--- config.mk ---
export PLATFORM = sky130hd
export DESIGN_NAME = regfile_wb_arbiter_flat
export DESIGN_NICKNAME = d
export VERILOG_FILES = /design/src/rtl/regfile_wb_arbiter_if.sv /design/src/rtl/regfile_wb_arbiter.sv /design/src/flat_wrapper.sv
export SDC_FILE = /design/constraint.sdc
export NUM_CORES = 1
export LEC_CHECK = 0
export ABC_AREA = 1
export CAP_MARGIN = 25
export CORE_UTILIZATION = 25
export DETAILED_ROUTE_END_ITERATION = 10
export PLACE_DENSITY_LB_ADDON = 0.12
export SETUP_SLACK_MARGIN = 0.1
export SLEW_MARGIN = 5
export SYNTH_ARGS = -nofsm -noshare
export SYNTH_HDL_FRONTEND = slang
export SYNTH_SLANG_ARGS = --single-unit
--- constraint.sdc ---
create_clock -name clk -period 2.45 [get_ports clk]
set_input_delay 0.735 -clock clk [delete_from_list [all_inputs] [get_ports clk]]
set_output_delay 0.735 -clock clk [all_outputs]
set_load 0.03 [all_outputs]
--- src/rtl/regfile_wb_arbiter_if.sv ---
`default_nettype none
// ============================================================================
//  Module      : regfile_wb_arbiter_if
//  Description : Writeback request bus plus register-file write port.
//                Requesters and the bench use the master modport; the arbiter uses slave.
//  Revision    : 1.0  initial release
// ============================================================================
interface regfile_wb_arbiter_if #(
   parameter int NREQ = 3,
   parameter int AW   = 5,
   parameter int DW   = 32
) ();
   logic                 stall;
   logic [NREQ-1:0]      req_valid;
   logic [NREQ*AW-1:0]   req_rd;
   logic [NREQ*DW-1:0]   req_data;
   logic [NREQ-1:0]      req_ready;
   logic                 reg_write;
   logic [AW-1:0]        write_reg;
   logic [DW-1:0]        write_data;
   logic [2:0]           grant_id;
   logic [15:0]          conflict_cnt;

   modport master (
      output stall, req_valid, req_rd, req_data,
      input  req_ready, reg_write, write_reg, write_data, grant_id, conflict_cnt
   );

   modport slave (
      input  stall, req_valid, req_rd, req_data,
      output req_ready, reg_write, write_reg, write_data, grant_id, conflict_cnt
   );
endinterface
`default_nettype wire

--- src/rtl/regfile_wb_arbiter.sv ---
`default_nettype none
// ============================================================================
//  Module      : regfile_wb_arbiter
//  Description : Arbitrates NREQ writeback requesters onto one register-file
//                write port. Define RR_ARB_EN for round-robin, else fixed priority.
//  Revision    : 1.0  initial release
// ============================================================================
module regfile_wb_arbiter #(
   parameter int NREQ = 3,
   parameter int AW   = 5,
   parameter int DW   = 32
) (
   input  wire logic           clk,
   input  wire logic           rst,
   regfile_wb_arbiter_if.slave bus
);
   // Bus instance parameters must match NREQ/AW/DW.
   localparam int c_PW = $clog2(NREQ);

   logic [NREQ-1:0] w_grant;
   logic [c_PW-1:0] w_win;
   logic            w_any;
   logic            w_xfer;
   logic            w_conflict;
   logic [AW-1:0]   w_rd;
   logic [DW-1:0]   w_data;
   logic [AW-1:0]   w_rd_arr   [NREQ];
   logic [DW-1:0]   w_data_arr [NREQ];

   logic            we_q,    we_d;
   logic [AW-1:0]   wreg_q,  wreg_d;
   logic [DW-1:0]   wdata_q, wdata_d;
   logic [2:0]      gid_q,   gid_d;
   logic [15:0]     cnt_q,   cnt_d;

   generate
      for (genvar gi = 0; gi < NREQ; gi++) begin : g_unpack
         assign w_rd_arr[gi]   = bus.req_rd[gi*AW +: AW];
         assign w_data_arr[gi] = bus.req_data[gi*DW +: DW];
      end
   endgenerate

`ifdef RR_ARB_EN
   logic [c_PW-1:0] ptr_q, ptr_d;

   // Search begins just after the last winner so every requester gets a turn.
   always_comb begin
      int idx;
      idx     = 0;
      w_grant = '0;
      w_win   = '0;
      w_any   = 1'b0;
      for (int k = 1; k <= NREQ; k++) begin
         idx = int'(ptr_q) + k;
         if (idx >= NREQ) idx = idx - NREQ;
         if (!w_any && bus.req_valid[c_PW'(idx)]) begin
            w_any                 = 1'b1;
            w_win                 = c_PW'(idx);
            w_grant[c_PW'(idx)]   = 1'b1;
         end
      end
   end

   assign ptr_d = w_xfer ? w_win : ptr_q;

   always_ff @(posedge clk or posedge rst) begin
      if (rst) ptr_q <= c_PW'(NREQ - 1);
      else     ptr_q <= ptr_d;
   end
`else
   always_comb begin
      w_grant = '0;
      w_win   = '0;
      w_any   = 1'b0;
      for (int i = 0; i < NREQ; i++) begin
         if (!w_any && bus.req_valid[c_PW'(i)]) begin
            w_any               = 1'b1;
            w_win               = c_PW'(i);
            w_grant[c_PW'(i)]   = 1'b1;
         end
      end
   end
`endif

   assign w_xfer     = w_any & ~bus.stall;
   assign w_conflict = ($countones(bus.req_valid) >= 2) && !bus.stall;
   assign w_rd       = w_rd_arr[w_win];
   assign w_data     = w_data_arr[w_win];

   always_comb begin
      we_d    = 1'b0;
      wreg_d  = wreg_q;
      wdata_d = wdata_q;
      gid_d   = gid_q;
      cnt_d   = cnt_q;
      if (w_xfer) begin
         we_d    = (w_rd != '0);
         wreg_d  = w_rd;
         wdata_d = w_data;
         gid_d   = 3'(w_win);
      end
      if (w_conflict && cnt_q != 16'hFFFF) cnt_d = cnt_q + 16'd1;
   end

   always_ff @(posedge clk or posedge rst) begin
      if (rst) begin
         we_q    <= 1'b0;
         wreg_q  <= '0;
         wdata_q <= '0;
         gid_q   <= '0;
         cnt_q   <= '0;
      end else begin
         we_q    <= we_d;
         wreg_q  <= wreg_d;
         wdata_q <= wdata_d;
         gid_q   <= gid_d;
         cnt_q   <= cnt_d;
      end
   end

   assign bus.req_ready    = (bus.stall || rst) ? '0 : w_grant;
   assign bus.reg_write    = we_q;
   assign bus.write_reg    = wreg_q;
   assign bus.write_data   = wdata_q;
   assign bus.grant_id     = gid_q;
   assign bus.conflict_cnt = cnt_q;
endmodule
`default_nettype wire
--- src/flat_wrapper.sv ---
// flat-port wrapper written by rule: the top's interface ports become plain ports
module regfile_wb_arbiter_flat 
#(
   parameter int NREQ = 3,
   parameter int AW   = 5,
   parameter int DW   = 32
)
  (clk, rst, bus_stall, bus_req_valid, bus_req_rd, bus_req_data, bus_req_ready, bus_reg_write, bus_write_reg, bus_write_data, bus_grant_id, bus_conflict_cnt);
  regfile_wb_arbiter_if #(.NREQ(NREQ), .AW(AW), .DW(DW)) bus_i ();
  input  wire logic clk;
  input  wire logic rst;
  input wire logic [$bits(bus_i.stall)-1:0] bus_stall;
  input wire logic [$bits(bus_i.req_valid)-1:0] bus_req_valid;
  input wire logic [$bits(bus_i.req_rd)-1:0] bus_req_rd;
  input wire logic [$bits(bus_i.req_data)-1:0] bus_req_data;
  output wire logic [$bits(bus_i.req_ready)-1:0] bus_req_ready;
  output wire logic [$bits(bus_i.reg_write)-1:0] bus_reg_write;
  output wire logic [$bits(bus_i.write_reg)-1:0] bus_write_reg;
  output wire logic [$bits(bus_i.write_data)-1:0] bus_write_data;
  output wire logic [$bits(bus_i.grant_id)-1:0] bus_grant_id;
  output wire logic [$bits(bus_i.conflict_cnt)-1:0] bus_conflict_cnt;
  assign bus_i.stall = bus_stall;
  assign bus_i.req_valid = bus_req_valid;
  assign bus_i.req_rd = bus_req_rd;
  assign bus_i.req_data = bus_req_data;
  assign bus_req_ready = bus_i.req_ready;
  assign bus_reg_write = bus_i.reg_write;
  assign bus_write_reg = bus_i.write_reg;
  assign bus_write_data = bus_i.write_data;
  assign bus_grant_id = bus_i.grant_id;
  assign bus_conflict_cnt = bus_i.conflict_cnt;
  regfile_wb_arbiter #(.NREQ(NREQ), .AW(AW), .DW(DW)) u_core (.clk(clk), .rst(rst), .bus(bus_i));
endmodule
Word level (Yosys, flattened, before mapping) --
Cells that the tools add are included.
Word-level totals: register bits 56, input bits 117, word-level logic and storage cells 33
Operators by class: $add $sub $neg 3, order comparisons 2, equality and inequality tests 1, multiplexer cells 12, bitwise gates (word level) 3, reductions and logical operators 7
Operator list (count):
- 32-bit binary-select mux with 2-bit select | 1
- 32-bit two-way mux | 2
- 32-bit by 1-bit adder with 32-bit output | 1
- 32-bit by 3-bit >= comparator with 1-bit output, second input constant | 1
- 16-bit by 1-bit adder with 16-bit output, second input constant | 1
- 16-bit inequality test, second input constant | 1
- 5-bit binary-select mux with 2-bit select | 1
- 5-bit two-way mux | 2
- 1-bit two-way mux | 5
- 5-bit nonzero test | 1
- 3-bit >= comparator, second input constant | 1
- 1-bit logical AND | 3
- 1-bit NOT with 3-bit output | 1
- 1-bit by 1-bit adder with 2-bit output | 1
- 1-bit logical NOT | 2
- 2-bit two-way mux | 1
- 1-bit bitwise AND | 1
- 1-bit logical OR | 1
- 1-bit NOT | 1

Logic depth before layout (Yosys ltp) --
depth after elaboration 10, depth in mapped cells 9, gate-level depth less buffers 8

Least setup slack after synthesis --
No wires, ideal clock.
kind in2out, from in bus_req_valid[0], to out bus_req_ready[1], arrival 2159 ps, required time 1715 ps, slack -444 ps, cell stages on the path 7, path buffers 3, cells stage by stage inv_1 > ha_1 > buf_2 > inv_1 > buf_4 > buf_4 > nor3_1
Between the ends: word-level cells in the longest chain between the ends 5
Ends and longest elaborated chain:
- start, declared | RTL line flat_wrapper.sv:13 | input wire logic [$bits(bus_i.req_valid)-1:0] bus_req_valid;
- 1-bit two-way mux | RTL line regfile_wb_arbiter.sv:76 | if (!w_any && bus.req_valid[c_PW'(i)]) begin
- 1-bit logical NOT | RTL line regfile_wb_arbiter.sv:76
- 1-bit logical AND | RTL line regfile_wb_arbiter.sv:76
- 1-bit two-way mux | RTL line regfile_wb_arbiter.sv:76
- named net u_core.w_grant[1] | RTL line regfile_wb_arbiter.sv:20 | logic [NREQ-1:0] w_grant;
- 2-bit two-way mux | RTL line regfile_wb_arbiter.sv:121 | assign bus.req_ready = (bus.stall || rst) ? '0 : w_grant;
- end, declared | RTL line flat_wrapper.sv:16 | output wire logic [$bits(bus_i.req_ready)-1:0] bus_req_ready;
The timed path passes the listed nets, and every way through them passes these cells.

Worst setup path after layout --
Ends and elaborated chain as after synthesis.

==> results <==
- The via count normalized by instance count is 4.438.
- The largest family of logic cells by synthesized area is simple AND/OR/NAND/NOR gates.
- The number of different library cells used by synthesis comes to 28.
- Of the total synthesized cell area, the portion taken by XOR and XNOR cells is 0.01507.
- Of the total power, the clock network draws 0.242.
- The post-route clock period utilization is 0.9409.
- The number of cells on the worst reg-to-reg path is 8.
- Clock tree synthesis found a total of 55 sinks.
- For the worst setup path, the data required time is 1.71 ns.
- The fraction of the mapped netlist area in compound gates is 0.1490.
- The initial antenna violation count is 0.
- The cell at the root of the clock tree is clkbuf_16.
- The detailed placement HPWL is 6550 um.
- The synthesis-stage register bit count is 55.
- Buffers placed on the I/O ports in this run total 136.
- The clock network latency to the later pin of the worst-skew pair is 0.28 ns.
- The final net count is 635.
- The first-pass iteration count of the detailed router is 4.
- STA classifies the critical path endpoint as a primary output.
- The die is 109.8 um tall.
- The first global-routing pass estimated 14160 um of wire.
- The simple-gate share of the synthesized area is 0.2847.
- The number of cells traversed by the worst hold path is 2.
- The TritonCTS clock tree is done.
- The worst-case register-to-register setup slack is 0.56 ns.
- The number of synthesis warnings is 0.
- The die is 109.8 um wide.
- The maximum clock rate is 0.4338 GHz.
- The internal portion of the total power is 1895 uW.
- The starting density of the core is 0.2555.
- The proportion of power drawn by flip-flops and latches is 0.399.
- After filler insertion, the fill cell instance count of the layout stands at 1173.
- The antenna violation net count after detailed routing is 0.
- The smallest clock period supported by the final layout is computed as 2.305 ns.
- After detailed routing, the number of remaining DRC violations is 0.
- Of the cells placed in the final design, the portion with a size suffix greater than 1 is 0.1029.
- The initial detailed-routing violation count is 86.
- Setup violations remaining at the end of the flow were counted as 0.
- The number of flip-flops in the largest register is 32.
- The adder and majority gate portion of the synthesized area is 0.01723.
- The number of top-level design ports is 177.
- The setup path with the least slack is of type primary input to primary output.
- The via count of the first global-routing pass came to 2815.
- After synthesis, the cell types taking the most area are dfrtp_1 47%, nand2_1 14%, o21ai_0 9.5%.
- The maximum fanout along the worst path is 3.
- The clock slew at the register clock pins of the worst setup and hold paths is 0.08 ns.
- In this run the static leakage power is 0.001962 uW.
- The worst hold path belongs to the class flop to flop.
- The area enclosed by the die boundary is 12060 um2.
- The number of slew-limit violations in the final report came to 0.
- The top-area cell type share of the netlist area is 0.4737.
- The post-synth design cell area is 2905 um2.
- The most common cell after layout, fill and taps aside is clkdlybuf4s50_1.
- The sequential area share after synthesis is 0.4737.
- The combinational share of power is 0.359.
- IR analysis of the VDD net gives a maximum drop of 0.2865 mV.
- For this design the total switching power over the nets is 1051 uW.
- STA classifies the critical path startpoint as a primary input.
- The count of mapped cells out of synthesis is 375.
- The switching power as a share of total power is 0.3568.
- Row generation in the floorplan step produced 39 rows.
- The routed wirelength normalized by instance count is 13.52 um.
- Of the post-synthesis cell area, the part taken by muxes is 0.
- Setup repair after global routing left no endpoint under its margin.
- The tool flagged a number of max-cap violations equal to 0.
- The total global-route track usage is 0.1518.
- In this run, post-CTS hold repair placed 0 buffers.
- The sum of internal, switching and leakage power is 2946 uW.
- The antenna diode count is 0.
- The mean cell area of the mapped netlist is 7.747 um2.
- The total number of H-tree levels is 2.
- The number of clock buffers added by TritonCTS is 5.
- The worst slew margin relative to its limit is 0.5350.
- Wires add up to 8899 um.
- In this run the power density over the cells is 632.5 nW/um2.
- The total via count after detailed routing is 2920.
- The run finished with clean final reports.
- Leaving out fill and tap cells, the most frequent cells in the layout are 130 x clkdlybuf4s50_1, 109 x nand2_1, 55 x o21ai_0, 55 x dfrtp_1, 50 x nor2_1.
- The clock arrives with 0.002354 ns of skew.
- Relative to the synthesized area, the layout overhead comes to 60.34%.
- The dominant cell type by area after synthesis is dfrtp_1.
- The arrival time of data at the critical path endpoint is 1.57 ns.
- The actual slew at the worst max-slew pin is 0.6967 ns.
- Entering global routing, the biggest net connects 39 pins.
- The final-layout setup total negative slack is 0 ns.
- After floorplanning, the core was sized to cover 11370 um2.
- For this run the aggregate overflow at the end of global routing stands at 0.
- The buffer levels on the longest clock path is 2.
- The final count of hold timing violations is 0.
- The final weighted congestion in routability-driven placement is 0.7801.
## final timing paths
path | endpoint | start
setup / recovery | bus_req_ready[1] | bus_req_valid[0]
hold / removal | u_core.bus.write_data[7] | u_core.bus.write_data[7]
hold reg to reg | u_core.bus.write_data[7] | u_core.bus.write_data[7]
min in group asynchronous | u_core.bus.conflict_cnt[4] | rst
setup reg to reg | u_core.bus.conflict_cnt[7] | u_core.bus.conflict_cnt[0]
max in group asynchronous | u_core.bus.write_data[19] | rst
## logic make-up (layout without fill, tap and decap cells)
family          count (synthesis)  in the layout
simple gates                  193            193
compound gates                 81             81
flops                          55             55
buf+inv                        36            174
xor+xnor                        5              5
fa+ha+maj                       4              4
other cells                     1              3
## cells in the mapped netlist
cell type,instances
a21o_1,1
a31oi_1,5
and3_1,1
buf_2,2
buf_4,5
buf_6,2
clkbuf_1,11
conb_1,1
dfrtp_1,55
ha_1,4
inv_1,14
inv_2,2
nand2_1,109
nand2_2,4
nand3_1,7
nand3_2,1
nand3b_1,3
nand4_1,5
nand4_2,1
nor2_1,50
nor2_2,6
nor2_4,3
nor3_1,2
o21ai_0,55
o21ai_1,15
o21ai_2,5
or2_2,1
xnor2_1,5
## worst max-delay path, stage by stage
cell and delay (ns):
clkdlybuf4s15_2 0.26, inv_12 0.08, ha_4 0.13, inv_4 0.04
nor3_4 0.17, buf_6 0.15
## metrics by stage
| step | setup slack, ns | instances | hold slack, ns | util | instance area (um2) |
|---|---|---|---|---|---|
| floorplan | 0.09847 | 377 | 0.6584 | - | 2965 |
| global placement | -0.2762 | 650 | 0.4661 | 0.3963 | 4506 |
| detailed placement | -0.3171 | 650 | 0.4724 | 0.3963 | 4506 |
| CTS | 0.1093 | 658 | 0.4918 | 0.4090 | 4651 |
| global route | 0.1093 | 658 | 0.5143 | 0.4097 | 4658 |
| finish | 0.1448 | 658 | 0.4865 | 0.4097 | 4658 |
## cell type report
class	count	area, um2	area share
well taps	143	178.9	0.03841
clock buffers	6	128.9	0.02767
flip-flops and latches	55	1376	0.2955
repair buffers	150	1493	0.3204
inverters	16	75.07	0.01612
multi-input cells	286	1394	0.2992
clock inverters	2	12.51	0.002686
## timing repair
| action | CTS | global route |
|---|---|---|
| setup endpoints to repair | 12 | 2 |
| gates resized for setup | 6 | 3 |
| setup buffers | 0 | 0 |
| pin swaps | 0 | 0 |
## metal layers
metal / up-vias / GRT usage / share of wire
met5: - / 0 / 0
met4: 0 / 0.03143 / 0.0053
met3: 2 / 0.05335 / 0.077
met2: 83 / 0.2509 / 0.48
met1: 1350 / 0.1901 / 0.44
li1: 1485 / - / -
## power groups by stage
stage               combinational, uW  clock, uW  sequential, uW
detailed placement               1070          0            1190
CTS                              1070        740            1180
global route                     1150        772            1200
floorplan                         301          0            1440
global placement                 1060          0            1190
finish                           1060        712            1180
No activity file was read; power rests on OpenSTA's default activity.
